<file path="src/rtl/mem_stage.sv">
// Memory-access stage: waits for data-RAM responses and extends load data.
// Stale responses left outstanding by a flush are counted and dropped.
module mem_stage (
    input  logic        clk,
    input  logic        resetn,
    input  logic        flush,
    input  logic        ex_to_mem_valid,
    output logic        mem_allowin,
    input  logic [31:0] ex_pc,
    input  logic        ex_res_from_mem,
    input  logic        ex_rf_we,
    input  logic [4:0]  ex_rf_waddr,
    input  logic [31:0] ex_result,
    input  logic        ex_ld_b,
    input  logic        ex_ld_h,
    input  logic        ex_ld_u,
    input  logic        ex_mem_req,
    input  logic        ex_excep_en,
    input  logic        ex_ertn_flush,
    input  logic        ex_srch_conflict,
    input  logic        data_sram_data_ok,
    input  logic [31:0] data_sram_rdata,
    input  logic        wb_allowin,
    output logic        mem_to_wb_valid,
    output logic [31:0] mem_pc,
    output logic        mem_rf_we,
    output logic [4:0]  mem_rf_waddr,
    output logic [31:0] mem_rf_wdata,
    output logic        mem_excep_en,
    output logic        mem_ertn_flush,
    output logic        mem_fwd_we,
    output logic        mem_fwd_block,
    output logic [2:0]  mem_to_ex_bus
);

    logic        r_valid;
    logic [31:0] r_pc;
    logic        r_res_from_mem;
    logic        r_rf_we;
    logic [4:0]  r_rf_waddr;
    logic [31:0] r_result;
    logic        r_ld_b;
    logic        r_ld_h;
    logic        r_ld_u;
    logic        r_req;
    logic        r_excep;
    logic        r_ertn;
    logic        r_srch;
    logic        r_resp_got;
    logic [31:0] r_rdata_buf;
    logic [1:0]  r_discard_cnt;

    logic        w_take;
    logic        w_drop;
    logic        w_ready_go;
    logic        w_load;
    logic        w_inc;
    logic [31:0] w_raw;
    logic [7:0]  w_byte;
    logic [15:0] w_half;
    logic [31:0] w_ld;

    assign w_take     = data_sram_data_ok & (r_discard_cnt == 2'd0);
    assign w_drop     = data_sram_data_ok & (r_discard_cnt != 2'd0);
    assign w_ready_go = ~r_req | r_resp_got | w_take;
    assign mem_allowin = ~r_valid | (w_ready_go & wb_allowin);
    assign w_load     = ex_to_mem_valid & mem_allowin;
    // a response arriving in the flush cycle is consumed, so nothing to drop
    assign w_inc      = flush & r_valid & r_req & ~r_resp_got & ~w_take;

    always_ff @(posedge clk) begin
        if (!resetn) begin
            r_valid        <= 1'b0;
            r_pc           <= 32'h0;
            r_res_from_mem <= 1'b0;
            r_rf_we        <= 1'b0;
            r_rf_waddr     <= 5'h0;
            r_result       <= 32'h0;
            r_ld_b         <= 1'b0;
            r_ld_h         <= 1'b0;
            r_ld_u         <= 1'b0;
            r_req          <= 1'b0;
            r_excep        <= 1'b0;
            r_ertn         <= 1'b0;
            r_srch         <= 1'b0;
        end else begin
            if (flush)
                r_valid <= 1'b0;
            else if (mem_allowin)
                r_valid <= ex_to_mem_valid;
            if (w_load) begin
                r_pc           <= ex_pc;
                r_res_from_mem <= ex_res_from_mem;
                r_rf_we        <= ex_rf_we;
                r_rf_waddr     <= ex_rf_waddr;
                r_result       <= ex_result;
                r_ld_b         <= ex_ld_b;
                r_ld_h         <= ex_ld_h;
                r_ld_u         <= ex_ld_u;
                r_req          <= ex_mem_req;
                r_excep        <= ex_excep_en;
                r_ertn         <= ex_ertn_flush;
                r_srch         <= ex_srch_conflict;
            end
        end
    end

    always_ff @(posedge clk) begin
        if (!resetn) begin
            r_resp_got  <= 1'b0;
            r_rdata_buf <= 32'h0;
        end else if (flush || w_load) begin
            r_resp_got <= 1'b0;
        end else if (w_take && r_valid && r_req) begin
            r_resp_got  <= 1'b1;
            r_rdata_buf <= data_sram_rdata;
        end
    end

    always_ff @(posedge clk) begin
        if (!resetn)
            r_discard_cnt <= 2'd0;
        else if (w_inc && !w_drop && r_discard_cnt != 2'd3)
            r_discard_cnt <= r_discard_cnt + 2'd1;
        else if (w_drop && !w_inc)
            r_discard_cnt <= r_discard_cnt - 2'd1;
    end

    always_comb begin
        w_raw  = r_resp_got ? r_rdata_buf : data_sram_rdata;
        w_byte = 8'h0;
        w_ld   = w_raw;
        case (r_result[1:0])
            2'd0: w_byte = w_raw[7:0];
            2'd1: w_byte = w_raw[15:8];
            2'd2: w_byte = w_raw[23:16];
            2'd3: w_byte = w_raw[31:24];
            default: w_byte = 8'h0;
        endcase
        w_half = r_result[1] ? w_raw[31:16] : w_raw[15:0];
        unique case (1'b1)
            r_ld_b:  w_ld = {{24{~r_ld_u & w_byte[7]}}, w_byte};
            r_ld_h:  w_ld = {{16{~r_ld_u & w_half[15]}}, w_half};
            default: w_ld = w_raw;
        endcase
    end

    assign mem_to_wb_valid = r_valid & w_ready_go;
    assign mem_pc          = r_pc;
    assign mem_rf_we       = r_valid & r_rf_we & ~r_excep;
    assign mem_rf_waddr    = r_rf_waddr;
    assign mem_rf_wdata    = r_res_from_mem ? w_ld : r_result;
    assign mem_excep_en    = r_excep;
    assign mem_ertn_flush  = r_ertn;
    assign mem_fwd_we      = r_valid & r_rf_we;
    assign mem_fwd_block   = r_valid & r_res_from_mem & ~w_ready_go;
    assign mem_to_ex_bus   = {r_valid & r_excep, r_valid & r_ertn,
                              r_valid & r_srch};

endmodule

</file>
<file path="config.mk">
export PLATFORM = sky130hd
export DESIGN_NAME = mem_stage
export DESIGN_NICKNAME = d
export VERILOG_FILES = /design/src/rtl/mem_stage.sv
export SDC_FILE = /design/constraint.sdc
export NUM_CORES = 1
export LEC_CHECK = 0
export CORE_AREA = 5 5 106 158
export CTS_BUF_LIST = sky130_fd_sc_hd__clkbuf_4
export CTS_CLUSTER_SIZE = 12
export DETAILED_ROUTE_END_ITERATION = 16
export DIE_AREA = 0 0 111 163
export PLACE_DENSITY = 0.73
export SLEW_MARGIN = 25
export SYNTH_ARGS = -nofsm -noshare
export SYNTH_HDL_FRONTEND = slang
export SYNTH_SLANG_ARGS = --single-unit
</file>
<file path="constraint.sdc">
create_clock -name clk -period 2.2 [get_ports clk]
set_clock_uncertainty 0.2 [all_clocks]
set_input_delay 0.33 -clock clk [delete_from_list [all_inputs] [get_ports clk]]
set_output_delay 0.33 -clock clk [all_outputs]
set_load 0.02 [all_outputs]
</file>
After elaboration in Yosys (flattened, before gate mapping)
Cells that the tools add are included.
W data, S select, Z words.

word-level totals
  input port bits = 116
  flip-flop bits (word level) = 114
  logic and storage cells = 74

operators by class
  equality and inequality tests = 4
  add/subtract/negate cells = 2
  muxes and demuxes = 7
  bitwise operators = 30
  reduce and logical (&&, ||, !) cells = 15

operators with widths
  operator               number
  $mux W32               2
  $pmux W32 S2           1
  $pmux W8 S4            1
  $and A1 B1 Y1          18
  $mux W16               1
  $not A1 Y1             9
  $logic_and A1 B1 Y1    5
  $eq A2 B2 Y1 const B   2
  $logic_not A2 Y1       2
  $mux W2                2
  $reduce_bool A2 Y1     2
  $reduce_or A2 Y1       2
  $or A1 B1 Y1           3
  $add A2 B1 Y2 const B  1
  $eq A2 B1 Y1 const B   1
  $logic_not A1 Y1       2
  $ne A2 B2 Y1 const B   1
  $reduce_and A2 Y1      1
  $sub A2 B1 Y2 const B  1
  $logic_or A1 B1 Y1     1

Depth between registers and ports, before layout
  word-level depth = 9
  mapped depth = 8

Worst setup path after synthesis
OpenSTA, ideal clock, no wires.

  path type = register -> output
  start = register r_ld_h
  end = output port mem_rf_wdata[20]
  data required time = 1.670 ns
  stages on the path, launching flop included = 7
  arrival time = 1.790 ns
  path slack = -0.120 ns
  path through = dfxtp_1 > clkbuf_1 > nor2_1 > clkbuf_1 > clkbuf_1 > nand2_1 > a41oi_1

on the way
  word-level cells in the longest chain between the ends = 2

ends and longest elaborated chain
  element                 RTL line  source
  from (decl)             43        logic r_ld_h;
  from (signal assigned)  98        r_ld_h <= ex_ld_h;
  $pmux W32 S2            141       unique case (1'b1)
  $mux W32                152       assign mem_rf_wdata = r_res_from_mem ? w_ld : r_result;
  to (decl)               28        output logic [31:0] mem_rf_wdata,

Every way passes these cells.

Worst setup path in the final report
  start = register r_resp_got
  end = output port mem_rf_wdata[13]

on the way
  word-level cells in the longest chain between the ends = 5
  elaborated cells on any way between the ends = 6
  classes of those cells = mux: 5; bitwise: 1

ends and longest elaborated chain
  element                 RTL line  source
  from (decl)             49        logic r_resp_got;
  from (signal assigned)  110       r_resp_got <= 1'b0;
  from (signal assigned)  113       r_resp_got <= 1'b0;
  from (signal assigned)  115       r_resp_got <= 1'b1;
  $mux W32 *              130       w_raw = r_resp_got ? r_rdata_buf : data_sram_rdata;
  $pmux W8 S4             133       case (r_result[1:0])
  $and A1 B1 Y1           142       r_ld_b: w_ld = {{24{~r_ld_u & w_byte[7]}}, w_byte};
  $pmux W32 S2 *          141
  $mux W32 *              152

Every way passes the cells marked *; elsewhere a longest branch is shown, timed or not.

==> metrics <==
Die Y=around 160 µm; Period Utilization, post-route=1.31; failing checks=setup timing; final worst-path setup slack=-0.686 ns; post-DP HPWL=15300 µm; io pins=195; EDFF count, synth=0; largest net degree at the start of global routing=65; post-synth net total=840; dominant cells by area after synthesis=dfxtp_1, mux2i_1, nand2_1; sequential area share after synthesis=0.383; clk root buf=clkbuf_4; Arrival @ worst endpoint=2.36 ns; Avg WL per Cell=18.0 µm; Cell Pwr Density=530 mW/mm²; Buffers on Ports=194; post-placement cell count=1153; LEAKAGE=4.00 nW; Tmin final=2.89 ns; initial antenna violation count=3; total wire length=21900 µm; vias=about 6400; Inserted Clock Buffers=17; Worst-Skew Late Latency=between 0.5 and 0.6 ns; Nets=1118; Worst VDD drop=0.315 mV; Yosys reg bits=roughly 110; fin. max-slew vios=0; crit-path max FO=6; cell area after synthesis=approximately 0.006 mm²; Slew HR=0.745; Post-Synthesis Cells=724; initial DRC count=402; layout cells sized above 1=0.267; Crit. End Element=output pin; Data required, critical path=1.67 ns; Final ANT Viol Nets=0; Final Core Density=0.639; element type at the critical path start=flip-flop; max-cap viol count=0; f_max=346 MHz; TritonRoute pass-1 iters=5; core box area=0.0153 mm²; post-synth cell types=40; actual slew at the worst max-slew pin=0.382 ns; first-pass GRT wire length=32500 µm; clk sink count=114; row count=56; Via density=5.26; CTS H-Tree Depth=4; Die W=111 µm; final count of hold timing violations=0; Avg Inst Size Synth=between 8 and 9 µm²; Die ar.=0.0181 mm²; gpl congestion=0.902; global route overflow=0; DR DRC count=0; share of the synthesized area in the top cell type=0.383; endpoints failing setup=approximately 110; clk buf depth=2; R2R setup slack=-0.35 ns; non-filler instance count after layout=1218; Global Route Usage Sum=0.226; CTS tree=yes; RSZ-0062 raised after global routing=true; status=finished with violations; starting density of the core=0.389; area leader, netlist=dfxtp_1; Warnings, synthesis=0; ys flop type=dfxtp_1; Layout area overhead=64.5%; HP Class=in2reg; clock slew seen by the registers of the worst setup and hold paths=0.12 ns; vias in the first global route=6198; Critical Setup Path Class=reg2out; ys async rst share=0
worst max-delay path, stage by stage, from the launching register on:
cell      delay, ns
dfxtp_4        0.44
buf_6          0.14
buf_6          0.09
and3b_2        0.27
a32o_2         0.26
a211oi_2       0.25
buf_4          0.17
a31oi_2        0.09
buf_6          0.15
report_power, final:
part | switching, mW | internal (mW) | total, mW
sequential | 0.0590 | 2.16 | 2.22
clock | 0.820 | 0.696 | 1.52
combinational | 0.699 | 0.769 | 1.47
total | 1.58 | 3.62 | 5.20
layout by cell type (no fill, tap or decap), drive strengths merged, types with 4 or more instances in the layout:
cell type / instances
nor2: 39
o21ai: 40
and2: 6
a41oi: 15
a31oi: 12
clkdlybuf4s50: 153
dfxtp: 114
mux4: 7
mux2i: 96
clkbuf: 26
clkinv: 7
a32o: 7
o211ai: 13
mux2: 21
a211oi: 7
dlygate4sd2: 4
nand2: 216
a21oi: 5
nand3: 32
buf: 160
cells in the mapped netlist (8+ instances only):
master	count
mux2i_1	96
clkbuf_1	42
o211ai_1	13
a31oi_1	12
a41oi_1	15
nand2_1	216
mux2_2	21
nor2_1	39
dfxtp_1	114
o21ai_0	32
buf_2	13
o21ai_1	8
nand3_1	32
flip-flops by register name, summed over array words and instances (netlist names):
| signal | cells |
|---|---|
| r_ld_b | 1 |
| r_ld_u | 1 |
| r_srch | 1 |
| mem_excep_en | 1 |
| r_ld_h | 1 |
| r_result | 32 |
| mem_ertn_flush | 1 |
| mem_pc | 32 |
| mem_rf_waddr | 5 |
| r_rf_we | 1 |
| r_rdata_buf | 32 |
| r_resp_got | 1 |
| r_discard_cnt | 2 |
| r_res_from_mem | 1 |
| r_req | 1 |
| r_valid | 1 |
kinds of logic after synthesis:
group	count (synthesis)	synth area share
and+or+nand+nor	307	0.211
muxes	124	0.227
DFF	114	0.383
AOI/OAI and AO/OA	109	0.126
buffers and inverters	69	0.0518
xor gates and xnor gates	1	0.00147
area by class of cell:
type	count	area (µm²)
Fill cell	1248	5530
Multi-Input combinational cell	541	3710
Timing Repair Buffer	325	3280
Sequential cell	114	2290
Tap cell	203	254
Clock buffer	20	150
Clock inverter	11	115
Inverter	3	11.3
Antenna cell	1	2.50
repair_timing:
action                                  in CTS  in global routing
hold buffers                                 1                  0
endpoints found under the setup margin      40                 64
cloned                                       1                  6
pin swaps                                   17                  7
endpoints found under the hold margin        2                  0
setup buffers                               16                 12
gates resized for setup                    203                 43
routing by layer:
layer	GRT usage	wire, µm
met5	0	25
met4	0.143	1270
met3	0.0613	1310
met2	0.394	11200
met1	0.241	8090
stage by stage:
step	setup WS (ns)	hold WS (ns)	power (mW)	setup TNS, ns	cell area [µm²]
detailed placement	-0.808	0.244	3.62	-47.94	8930
finish	-0.686	0.155	5.20	-39.32	9810
CTS	-0.629	0.118	5.15	-19.94	9410
global placement	-0.777	0.240	3.61	-45.60	8930
global route	-0.749	0.133	5.44	-46.09	9810
floorplan	-0.0444	0.206	2.89	-0.228	6120
path summary, 6_finish.rpt:
check,start,to,depth (start not counted)
worst min register to register,mem_pc[0],mem_pc[0],2
worst min-delay path,ex_pc[16],mem_pc[16],3
worst max register to register,r_resp_got,r_resp_got,14
worst max-delay path,r_resp_got,mem_rf_wdata[13],8
Power figures use the tool's default switching activity.
